$ cat src/rtl/instr_stream_responder.sv
// instr_stream_responder
// Responder side of the syn/ack/last instruction-streaming handshake.
// A small writable store is loaded through the programming port while idle.
// While the initiator holds syn high, sequential words are returned with one
// ack pulse per word, and last marks the final word of the program.
//
// state  | meaning
// -------+-----------------------------------------------------------------
// IDLE   | waiting for syn; programming port writes accepted here only
// STREAM | syn held; LAT wait cycles before each word, then one word issued
// DONE   | final word issued; instr holds it until the initiator drops syn
//
// Timing: the IDLE edge that samples syn=1 issues nothing. LAT wait edges
// follow, then the issuing edge sets ack. A consumer sampling on its own
// edges therefore sees the first ack LAT+2 edges after that IDLE edge.
module instr_stream_responder #(
  parameter int IWIDTH = 32,
  parameter int DEPTH  = 64,
  parameter int LAT    = 0
) (
  input  logic                       s_clk,
  input  logic                       s_rst,
  input  logic                       s_i_syn,
  output logic [IWIDTH-1:0]          s_o_instr,
  output logic                       s_o_ack,
  output logic                       s_o_last,
  input  logic                       s_i_we,
  input  logic [$clog2(DEPTH)-1:0]   s_i_waddr,
  input  logic [IWIDTH-1:0]          s_i_wdata,
  input  logic [$clog2(DEPTH):0]     s_i_len,
  output logic                       s_o_busy
);

  localparam int AW = $clog2(DEPTH);
  localparam logic [AW:0] DEPTH_C = DEPTH[AW:0];
  localparam logic [AW:0] ONE_C   = {{AW{1'b0}}, 1'b1};
  localparam logic [3:0]  LAT_C   = LAT[3:0];

  typedef enum logic [1:0] {
    ST_IDLE   = 2'd0,
    ST_STREAM = 2'd1,
    ST_DONE   = 2'd2
  } state_t;

  state_t state;
  state_t state_nx;

  logic [IWIDTH-1:0] mem [DEPTH];

  logic [AW:0]       ptr;
  logic [AW:0]       ptr_nx;
  logic [AW:0]       len_q;
  logic [AW:0]       len_nx;
  logic [3:0]        wcnt;
  logic [3:0]        wcnt_nx;
  logic [IWIDTH-1:0] instr_nx;
  logic              ack_nx;
  logic              last_nx;
  logic              busy_nx;

  logic              wait_done;
  logic              word_is_last;
  logic [IWIDTH-1:0] word;

  // A zero-length program still issues one (empty) word, flagged last.
  assign wait_done    = (wcnt >= LAT_C);
  assign word_is_last = (len_q == '0) || (ptr == (len_q - ONE_C));
  assign word         = (len_q == '0) ? '0 : mem[ptr[AW-1:0]];

  // Store write port: only accepted while idle; contents survive reset.
  always_ff @(posedge s_clk) begin
    if (s_i_we && (state == ST_IDLE)) begin
      mem[s_i_waddr] <= s_i_wdata;
    end
  end

  // State register.
  always_ff @(posedge s_clk or negedge s_rst) begin
    if (!s_rst) begin
      state <= ST_IDLE;
    end else begin
      state <= state_nx;
    end
  end

  // Next-state decode; dropping syn mid-stream aborts even on an issue edge.
  always_comb begin
    state_nx = state;
    case (state)
      ST_IDLE: begin
        if (s_i_syn) state_nx = ST_STREAM;
      end
      ST_STREAM: begin
        if (!s_i_syn) begin
          state_nx = ST_IDLE;
        end else if (wait_done && word_is_last) begin
          state_nx = ST_DONE;
        end
      end
      ST_DONE: begin
        if (!s_i_syn) state_nx = ST_IDLE;
      end
      default: state_nx = ST_IDLE;
    endcase
  end

  // Next values for the datapath and the registered outputs.
  always_comb begin
    ptr_nx   = ptr;
    len_nx   = len_q;
    wcnt_nx  = wcnt;
    instr_nx = s_o_instr;
    ack_nx   = 1'b0;
    last_nx  = 1'b0;
    case (state)
      ST_IDLE: begin
        if (s_i_syn) begin
          len_nx  = (s_i_len > DEPTH_C) ? DEPTH_C : s_i_len;
          ptr_nx  = '0;
          wcnt_nx = '0;
        end
      end
      ST_STREAM: begin
        if (!s_i_syn) begin
          instr_nx = '0;
          ptr_nx   = '0;
          wcnt_nx  = '0;
        end else if (!wait_done) begin
          wcnt_nx = wcnt + 4'd1;
        end else begin
          ack_nx   = 1'b1;
          last_nx  = word_is_last;
          instr_nx = word;
          ptr_nx   = ptr + ONE_C;
          wcnt_nx  = '0;
        end
      end
      ST_DONE: begin
        if (!s_i_syn) ptr_nx = '0;
      end
      default: begin
        ptr_nx  = '0;
        wcnt_nx = '0;
      end
    endcase
    busy_nx = (state_nx != ST_IDLE);
  end

  // Datapath and output registers.
  always_ff @(posedge s_clk or negedge s_rst) begin
    if (!s_rst) begin
      ptr       <= '0;
      len_q     <= '0;
      wcnt      <= '0;
      s_o_instr <= '0;
      s_o_ack   <= 1'b0;
      s_o_last  <= 1'b0;
      s_o_busy  <= 1'b0;
    end else begin
      ptr       <= ptr_nx;
      len_q     <= len_nx;
      wcnt      <= wcnt_nx;
      s_o_instr <= instr_nx;
      s_o_ack   <= ack_nx;
      s_o_last  <= last_nx;
      s_o_busy  <= busy_nx;
    end
  end

endmodule

$ cat config.mk
export PLATFORM = sky130hd
export DESIGN_NAME = instr_stream_responder
export DESIGN_NICKNAME = d
export VERILOG_FILES = /design/src/rtl/instr_stream_responder.sv
export SDC_FILE = /design/constraint.sdc
export NUM_CORES = 2
export LEC_CHECK = 0
export CAP_MARGIN = 20
export CORE_UTILIZATION = 55
export CTS_CLUSTER_SIZE = 40
export DETAILED_ROUTE_END_ITERATION = 8
export GPL_ROUTABILITY_DRIVEN = 0
export GPL_TIMING_DRIVEN = 0
export MAX_ROUTING_LAYER = met4
export PLACE_DENSITY = 0.71
export SYNTH_ARGS = -nofsm -noshare
export SYNTH_HDL_FRONTEND = slang
export SYNTH_SLANG_ARGS = --single-unit
$ cat constraint.sdc
create_clock -name s_clk -period 4 [get_ports s_clk]
set_input_delay 0.6 -clock s_clk [delete_from_list [all_inputs] [get_ports s_clk]]
set_output_delay 0.6 -clock s_clk [all_outputs]
set_load 0.01 [all_outputs]
==> metrics <==
synthesized flop and latch total=2099; via count=between 40k and 50k; register area share after synthesis=0.7783; Period Utilization, post-route=1.021; Worst Path Max Fanout=10; die footprint=148200 um2; TritonCTS Buffers=just under 200; Worst Tran Pin Value=1.225 ns; Die H=385.0 um; max-cap violations=0; DRC=0; required time of the critical path=around 4.7 ns; Die Wd=385.0 um; total placed instance area=86300 um2; met1 Use GR=0.3899; P&R area growth vs syn=14.73%; R2R Path End=s_o_instr[19]; CP Launch Point=ptr[1]; Register Area=~63000 um2; vias in the first global route=40.51k; CTS Sinks=2099; number of synthesized flops with an enable pin=2048; worst setup margin=-0.08413 ns; adder-cell area share of the yosys netlist=0.0003102; drt wl/cell=32.87 um; GRT overflow=0; FILL cells=around 9.7k; total power=0.05470 W; CTS tree=yes; critical path arrival=around 4.8 ns; crit path to=s_o_instr[19]; largest family of logic cells by synthesized area=multiplexers; Final Hold Viols=0; skew final=0.02551 ns; area of the multi-input gates=between 15000 and 20000 um2; Synth cell types=42; routing usage on met3=0.06763; DP Worst Slack=slightly above 0.04 ns; Starting Density=0.5541; post-synthesis mux area share=0.1458; first-pass GRT wire length=a little under 300000 um; Compound-Gate Fraction of Synth Area=0.04081; initial detailed-routing violation count=5685; I/O pins=84; Startpoint Class=flop; Peak VDD IR=approximately 0.45 mV; initial antenna violation count=24; # port buffers=80; Leak=28.60 nW; Max Fclk=0.2449 GHz; FF-to-FF path depth=7; Clock Latency Late Sink=0.82 ns; grt peak-use layer=met2; Routed Wire Length=209000 um; # setup viols final=3; DP Wirelength=140000 um; GR Layer Usage met2=0.4459; Final Net Count=between 4k and 5k; run status=complete, but fails checks; Slew HR=0.1832; failing checks=negative setup slack; pwr/cell area=~590 nW/um2; GRT Util Overall=0.2929; top_reg_cell synth=edfxtp_1; Setup crit end kind=flop; Clock transition at path regs=approximately 0.060 ns; minimum clock period=4.084 ns; CTS root buf=clkbuf_16; WS Path Type=flop to flop; deepest clock path buffer count=3; synthesized area=80660 um2; Design Area, Final=92540 um2; mean post-synth cell area=20.79 um2; area of the core=145600 um2; XOR/XNOR Fraction of Synth Area=0.0008687; Final Slew Violations=0; row count=140; H-tree depth=4; vias per std cell=around 6.5; cells after synthesis=3879; largest net degree at the start of global routing=42; postcts setup bufs=0; fraction of registers with async set/reset=0.02430; Post-Synth Simple-Gate Area=0.01812; DRT antenna net count=0; share of cells above drive strength 1=0.2107; RSZ-0062 raised after global routing=false; Hold Path Class=primary input to asynchronous set/reset pin; slack of the worst reg-to-reg path=-0.08 ns; Worst R2R Start=ptr[1]; Yosys warning total=0; DRT Pass-1 Iters=6; syn_nets=about 3.9k
## cells in the mapped netlist, types with 2 or more instances
cell type,instances,area (um2)
nand2b_1,9,56.30
or3b_2,2,17.52
o21ai_0,18,90.09
nand4_1,34,212.7
nor2b_1,10,62.56
nand2_1,52,195.2
inv_1,4,15.01
a22oi_1,258,1937
or2_2,2,12.51
clkbuf_1,121,454.2
edfxtp_1,2048,61500
mux2i_1,418,4184
buf_4,35,262.8
buf_1,19,71.32
ha_1,2,25.02
o21a_1,32,240.2
nand3b_1,3,22.52
mux2_2,33,371.6
buf_6,24,270.3
a32o_1,34,340.3
o22ai_1,32,200.2
buf_2,34,170.2
nor3_1,2,10.01
xor2_1,5,43.79
a22o_1,4,35.03
nor2_1,77,289.0
and2_1,5,31.28
mux4_2,320,7207
clkbuf_4,4,30.03
a31oi_1,35,219.0
nand3_1,103,515.5
dfrtp_1,51,1276
or3_1,3,18.77
xnor2_1,3,26.28
a21oi_1,36,180.2
## kinds of logic (layout without fill, tap and decap cells)
group                    count (synthesis)  after routing
AO/OA/AOI/OAI                          454            454
XOR/XNOR                                 8              8
adder cells (fa/ha/maj)                  2              2
buffers and inverters                  241            791
flip-flops                            2099           2099
multiplexers                           771            771
other                                    0             13
AND/OR/NAND/NOR                        304            304
## how the worst min path moves through the flow
stage	depth (start not counted)	slack [ns]	end
finish	2	0.25	s_o_ack
global route	2	0.26	s_o_last
CTS	2	0.20	s_o_ack
detailed placement	1	0.52	s_o_instr[17]
global placement	2	0.52	len_q[1]
floorplan	0	0.30	len_q[0]
## layout by cell type, fill, tap and decap left out, types with 9 or more instances in the layout
| cell type | n |
|---|---|
| nand2_1 | 52 |
| mux2_2 | 33 |
| clkbuf_1 | 164 |
| clkbuf_16 | 207 |
| buf_6 | 24 |
| a31oi_1 | 35 |
| buf_1 | 19 |
| nand2b_1 | 9 |
| clkinv_1 | 47 |
| clkinv_2 | 51 |
| dfrtp_1 | 51 |
| o21a_1 | 32 |
| mux4_2 | 320 |
| diode_2 | 13 |
| clkdlybuf4s50_1 | 47 |
| nor2b_1 | 10 |
| nor2_4 | 64 |
| mux2i_1 | 418 |
| nand3_1 | 103 |
| buf_4 | 35 |
| buf_2 | 67 |
| a32o_1 | 34 |
| nor2_1 | 13 |
| nand4_1 | 34 |
| o21ai_0 | 18 |
| a22oi_1 | 258 |
| o22ai_1 | 32 |
| edfxtp_1 | 2048 |
| buf_12 | 80 |
| a21oi_1 | 36 |
| buf_16 | 20 |
## timing repair
item / 4_1_cts / 5_1_grt
resized for setup: 0 / 0
setup endpoints to repair: 0 / 17
hold endpoints to repair: 12 / 0
hold buffers: 1 / 0
## worst max-delay path: stages, from the launching register on
cell and delay, ns:
dfrtp_1 0.54, buf_2 0.48, and2_1 0.71, clkbuf_1 0.47, a22oi_1 0.19, a31oi_1 0.44, nand4_1 0.67, a32o_1 0.45
## layout make-up
type,instances,area share
repair buffers,183,0.03056
clock inverters,110,0.007612
diodes,13,0.0003515
clock buffers,258,0.05880
plain buffers,236,0.01356
multi-input cells,1539,0.1847
inverters,4,0.0001622
flip-flops and latches,2099,0.6783
well taps,1917,0.02592
## report_power, final
group / switching [W] / internal [W] / total, W
Clock: 0.00794 / 0.0100 / 0.0180
Combinational: 0.00699 / 0.00497 / 0.0120
Sequential: 0.000358 / 0.0244 / 0.0248
## metrics by stage
| stage | hold slack [ns] | utilization | TNS, ns | std cells |
|---|---|---|---|---|
| 6_report | 0.2471 | 0.6357 | -0.1039 | 6359 |
| 5_1_grt | 0.2588 | 0.6357 | 0 | 6356 |
| 4_1_cts | 0.1986 | 0.6351 | 0 | 6344 |
| 3_5_place_dp | 0.5208 | 0.5929 | 0 | 5975 |
| 3_3_place_gp | 0.5174 | 0.5761 | -2308.07 | 5876 |
| 2_1_floorplan | 0.3044 | - | 0 | 3879 |
## routing by layer
layer | up-vias | wire, um
li1 | 17020 | -
met1 | 21650 | 79220
met2 | 2283 | 99730
met3 | 436 | 21770
met4 | 0 | 8298
met5 | - | 0
## state kept, by name (all words and copies together) (netlist names)
register / flops
len_q: 7
mem: 2048
ptr: 7
s_o_ack: 1
s_o_busy: 1
s_o_instr: 32
s_o_last: 1
state: 2
(Power assumes the default switching activity.)
